<file path="config.mk">
export PLATFORM = sky130hd
export DESIGN_NAME = im_loader
export DESIGN_NICKNAME = d
export VERILOG_FILES = /design/src/rtl/im_loader.sv
export SDC_FILE = /design/constraint.sdc
export NUM_CORES = 1
export LEC_CHECK = 0
export CORE_MARGIN = 2
export CORE_UTILIZATION = 52
export CTS_CLUSTER_SIZE = 30
export DETAILED_ROUTE_END_ITERATION = 8
export GPL_TIMING_DRIVEN = 0
export HOLD_SLACK_MARGIN = 0.08
export PLACE_DENSITY = 0.79
export SYNTH_ARGS = -nofsm -noshare
export SYNTH_HDL_FRONTEND = slang
export SYNTH_SLANG_ARGS = --single-unit
</file>
<file path="constraint.sdc">
create_clock -name clk -period 2.5 [get_ports clk]
set_input_delay 0.375 -clock clk [delete_from_list [all_inputs] [get_ports clk]]
set_output_delay 0.375 -clock clk [all_outputs]
set_load 0.03 [all_outputs]
</file>
<file path="src/rtl/im_loader.sv">
// Instruction-memory loader: takes a big-endian word-count header followed by
// big-endian instruction words from a byte stream and drives the IM write port.
module im_loader #(
   parameter int                    ARCH_WIDTH   = 32,
   parameter int                    IM_WIDTH     = 32,
   parameter int                    IM_DEPTH     = 10,
   parameter logic [ARCH_WIDTH-1:0] IM_ADDR_BASE = 32'h0000_0000
) (
   input  logic                  clk,
   input  logic                  rst,
   input  logic                  start,
   input  logic [7:0]            byte_in,
   input  logic                  byte_valid,
   output logic                  byte_ready,
   output logic                  im_we,
   output logic [ARCH_WIDTH-1:0] im_waddr,
   output logic [0:IM_WIDTH-1]   im_wdata,
   output logic                  busy,
   output logic                  done,
   output logic                  err,
   output logic [IM_DEPTH:0]     word_cnt
);

   localparam logic [32:0]       IM_SIZE = 33'd1 << IM_DEPTH;
   localparam logic [IM_DEPTH:0] CNT_ONE = 1;

   typedef enum logic [2:0] {S_IDLE, S_HDR, S_DATA, S_DONE, S_ERR} state_t;

   state_t                  state, state_n;
   logic [1:0]              byte_cnt, byte_cnt_n;
   logic [23:0]             hdr_buf, hdr_buf_n;
   logic [0:23]             wbuf, wbuf_n;
   logic [IM_DEPTH:0]       count, count_n;
   logic                    byte_ready_n, im_we_n, busy_n, done_n, err_n;
   logic [ARCH_WIDTH-1:0]   im_waddr_n;
   logic [0:IM_WIDTH-1]     im_wdata_n;
   logic [IM_DEPTH:0]       word_cnt_n;

   logic                    xfer;
   logic [31:0]             hdr_word;
   logic [0:IM_WIDTH-1]     word;
   logic [IM_DEPTH:0]       word_cnt_inc;
   logic [ARCH_WIDTH-1:0]   waddr_calc;

   assign xfer         = byte_valid & byte_ready;
   assign hdr_word     = {hdr_buf, byte_in};
   assign word         = {wbuf, byte_in};
   assign word_cnt_inc = word_cnt + CNT_ONE;
   // word_cnt equals the index k of the word being assembled
   assign waddr_calc   = IM_ADDR_BASE + (ARCH_WIDTH'(word_cnt[IM_DEPTH-1:0]) << 2);

   always_ff @(posedge clk) begin
      if (rst) begin
         state      <= S_IDLE;
         byte_cnt   <= '0;
         hdr_buf    <= '0;
         wbuf       <= '0;
         count      <= '0;
         byte_ready <= 1'b0;
         im_we      <= 1'b0;
         im_waddr   <= '0;
         im_wdata   <= '0;
         busy       <= 1'b0;
         done       <= 1'b0;
         err        <= 1'b0;
         word_cnt   <= '0;
      end else begin
         state      <= state_n;
         byte_cnt   <= byte_cnt_n;
         hdr_buf    <= hdr_buf_n;
         wbuf       <= wbuf_n;
         count      <= count_n;
         byte_ready <= byte_ready_n;
         im_we      <= im_we_n;
         im_waddr   <= im_waddr_n;
         im_wdata   <= im_wdata_n;
         busy       <= busy_n;
         done       <= done_n;
         err        <= err_n;
         word_cnt   <= word_cnt_n;
      end
   end

   always_comb begin
      state_n    = state;
      byte_cnt_n = byte_cnt;
      hdr_buf_n  = hdr_buf;
      wbuf_n     = wbuf;
      count_n    = count;
      im_we_n    = 1'b0;
      im_waddr_n = im_waddr;
      im_wdata_n = im_wdata;
      done_n     = done;
      err_n      = err;
      word_cnt_n = word_cnt;

      case (state)
         S_IDLE, S_DONE, S_ERR: begin
            if (start) begin
               state_n    = S_HDR;
               byte_cnt_n = '0;
               done_n     = 1'b0;
               err_n      = 1'b0;
               word_cnt_n = '0;
            end else if (state == S_DONE) begin
               // done trails entry into DONE by a cycle so the last write lands first
               done_n = 1'b1;
            end
         end
         S_HDR: begin
            if (xfer) begin
               byte_cnt_n = byte_cnt + 2'd1;
               hdr_buf_n  = {hdr_buf[15:0], byte_in};
               if (byte_cnt == 2'd3) begin
                  if (hdr_word == 32'd0) begin
                     state_n = S_DONE;
                  end else if ({1'b0, hdr_word} > IM_SIZE) begin
                     state_n = S_ERR;
                     err_n   = 1'b1;
                  end else begin
                     state_n = S_DATA;
                     count_n = hdr_word[IM_DEPTH:0];
                  end
               end
            end
         end
         S_DATA: begin
            if (xfer) begin
               byte_cnt_n = byte_cnt + 2'd1;
               wbuf_n     = {wbuf[8:23], byte_in};
               if (byte_cnt == 2'd3) begin
                  im_we_n    = 1'b1;
                  im_wdata_n = word;
                  im_waddr_n = waddr_calc;
                  word_cnt_n = word_cnt_inc;
                  if (word_cnt_inc == count) begin
                     state_n = S_DONE;
                  end
               end
            end
         end
         default: begin
            state_n = S_IDLE;
         end
      endcase

      byte_ready_n = (state_n == S_HDR) || (state_n == S_DATA);
      busy_n       = byte_ready_n;
   end

endmodule

</file>
==> results.txt <==
Fill cell count -> 741
FF+latch count, synth -> 121
Die area -> 10400 µm²
Worst Min Path Start -> im_waddr[9]
Hold bufs inserted after CTS -> 0
Drt via density -> 5.48
Initial core utilization -> 0.537
LEAKAGE -> 2.44 nW
Worst Hold Class -> flip-flop to flip-flop
Initial antenna violation count -> 0
Core ar. -> 9280 µm²
R2R Setup Slk -> 0.14 ns
Slowest cell delay on critical path -> 0.39 ns
Largest family of logic cells by synthesized area -> simple AND/OR/NAND/NOR gates
Clock-pin slew on the worst setup and hold paths -> 0.06 ns
Routability Congestion -> 0.873
DR DRC count -> 0
Fin crit share -> 0.944
First-pass GRT wire length -> 21800 µm
Synth area leader -> dfxtp_1
Max_slew headroom -> 0.435
Synth Area in XOR/XNOR -> 0.0281
Routed Wire Length -> 13500 µm
Wire length per cell -> 15.6 µm
VDD IR max -> 0.604 mV
Share of cells above drive strength 1 -> 0.0920
Post-synthesis mux area share -> 0.0241
Worst-skew pair later-pin latency -> 0.51 ns
Total Routing Usage GR -> 0.269
Mapped cell area -> 4990 µm²
Reg2reg start -> byte_cnt[0]
Mean Syn Cell Area -> 8.09 µm²
Die height -> 102 µm
CP Cell Sequence -> ha_1 > nand3_2 > or3_1 > buf_6 > nor4_2 > nand3_1 > o41a_1 > mux2i_1
Area Overhead vs Synth -> 30.7%
Clk sink count -> 121
Top_reg_cell synth -> dfxtp_1
HPWL Detailed -> 9210 µm
Finished Core Util -> 0.702
Top Family by Delay on Critical Path -> simple AND/OR/NAND/NOR gates
Hold EP -> im_waddr[9]
Post-route ant nets -> 0
WP data arrival -> 2.76 ns
Synth top area cells -> dfxtp_1 49%, nand2_1 12%, a21oi_1 9.4%, buf_4 3.5%, nor2_1 3.2%
Max-Cap Viols -> 0
Die X -> 102 µm
Depth of the CTS H-tree -> 4
Remaining Overflow, GRT -> 0
Max-slew violations -> 0
CTS root buf -> clkbuf_8
Hold Path Cell Cnt -> 2
Top-area cell type share of the netlist area -> 0.486
Post-layout nets -> 740
Post-Synth Simple-Gate Area -> 0.223
Critical Path Sink Type -> flip-flop
Crit Path Class -> flip-flop to flip-flop
Post-synth EDFFs -> 0
Critical path peak fanout -> 10
Mapped Cells -> 617
Status -> finished clean
DR pass1 iterations -> 5
Final-report hold violation count -> 0
Placed Area -> 5920 µm²
Port Buffers -> 69
Worst EP required -> 2.90 ns
Synth warn -> 0
Asr flop ratio synth -> 0
CTS tree -> yes
Cell area after layout -> 6520 µm²
Most common cell after layout, fill and taps aside -> nand2_1
Via Count -> 4758
Post-synthesis sequential area ratio -> 0.486
Final Critical Period -> 2.36 ns
RSZ-0062 raised after global routing -> no
First DRT Iteration DRCs -> 261
# IOs -> 92
Critical path buffers and inverters -> 1
Diode count -> 0
Vias in the first global route -> 4525
Hold WS -> 0.447 ns
TritonCTS buffer count -> 17
CP max-delay cell -> or3_1
End of the worst register-to-register path -> busy
Clk buf depth -> 2
Row cnt -> 35
Most frequent cells in the layout -> 154 x nand2_1, 121 x dfxtp_1, 94 x a21oi_1
Worst R2R Path Depth -> 8
Skew final -> 0.00732 ns
Overall Power -> 4.53 mW
Power Dens Cells -> 695 nW/µm²
Type of origin of the critical path -> flip-flop
Unique cell type count in the Yosys netlist -> 43
Largest net degree at the start of global routing -> 17
Achievable frequency -> 424 MHz
Final setup vio count -> 0
Worst Tran Pin Value -> 0.841 ns
Adder-cell share of the synthesized area -> 0.00502
Synth Area in Compound Gates -> 0.161
metrics by stage:
stage / worst slack [ns] / instances / TNS, ns
2_1_floorplan: 0.364 / 638 / 0
5_1_grt: 0.0169 / 868 / 0
3_3_place_gp: -0.308 / 836 / -4.86
6_report: 0.139 / 868 / 0
4_1_cts: 0.0146 / 868 / 0
3_5_place_dp: -0.329 / 836 / -8.62
power breakdown:
| part | total, mW | switching (mW) | internal, mW | leakage [nW] |
|---|---|---|---|---|
| Clock | 2.37 | 0.893 | 1.48 | 0.281 |
| Combinational | 0.221 | 0.151 | 0.0703 | 1.18 |
| Sequential | 1.94 | 0.00675 | 1.94 | 0.975 |
| Total | 4.53 | 1.05 | 3.48 | 2.44 |
timing repair:
| item | in CTS | in global routing |
|---|---|---|
| setup endpoints to repair | 0 | 13 |
| buffers inserted | 0 | 0 |
| resized for setup | 0 | 4 |
worst max path at each step:
stage / slack, ns / startpoint / endpoint / cells past startpoint
after global routing: 0.02 / byte_cnt[0] / busy / 8
after CTS: 0.01 / byte_cnt[0] / word_cnt[7] / 6
final: 0.14 / byte_cnt[0] / busy / 8
after floorplan: 0.36 / busy / busy / 7
after detailed placement: -0.33 / byte_in[6] / count[2] / 8
after global placement: -0.31 / byte_in[0] / count[1] / 8
synthesized netlist by cell type (2+ instances only):
| master | number |
|---|---|
| a211oi_1 | 2 |
| a21oi_1 | 94 |
| a22oi_1 | 19 |
| a31oi_1 | 7 |
| and2_1 | 6 |
| and3_1 | 4 |
| buf_2 | 4 |
| buf_4 | 23 |
| clkbuf_1 | 38 |
| dfxtp_1 | 121 |
| ha_1 | 2 |
| inv_1 | 5 |
| mux2i_1 | 12 |
| nand2_1 | 154 |
| nand2b_1 | 2 |
| nand3_1 | 10 |
| nand3b_1 | 4 |
| nand4_1 | 2 |
| nand4b_1 | 2 |
| nor2_1 | 43 |
| nor3_1 | 4 |
| nor4_1 | 7 |
| o21ai_0 | 10 |
| or3_1 | 7 |
| or4_1 | 3 |
| xnor2_1 | 7 |
| xor2_1 | 9 |
state kept, by name, indices dropped and copies added, names as in the netlist:
name,flops
hdr_buf,24
state,3
count,11
err,1
im_waddr,10
done,1
busy,1
im_we,1
wbuf,24
byte_cnt,2
word_cnt,11
im_wdata,32
worst min-delay path, cell delays in order (launching register included):
cell and delay, ns:
dfxtp_1 0.30, nand2_1 0.05, a21oi_1 0.05
area by class of cell:
class,count,area (µm²),area share
timing repair buffer,69,691,0.106
clock buffer,19,442,0.0678
multi-input combinational,446,2290,0.351
buffer,66,348,0.0534
clock inverter,13,145,0.0223
sequential,121,2420,0.372
tap,129,161,0.0248
inverter,5,18.8,0.00288
cells by family (layout without fill, tap and decap cells):
logic type / after synthesis / after routing
multiplexers: 12 / 12
AO/OA/AOI/OAI: 140 / 140
other: 1 / 22
adder cells (fa/ha/maj): 2 / 2
buffers and inverters: 71 / 172
XOR/XNOR: 16 / 16
flip-flops: 121 / 121
AND/OR/NAND/NOR: 254 / 254
per-layer routing:
metal | vias up | wire length, µm | track usage
li1 | 2272 | - | -
met2 | 227 | 6470 | 0.439
met4 | 0 | 458 | 0.142
met3 | 40 | 986 | 0.0547
met5 | - | 0 | 0
met1 | 2219 | 5610 | 0.337
(Power assumes the default switching activity.)
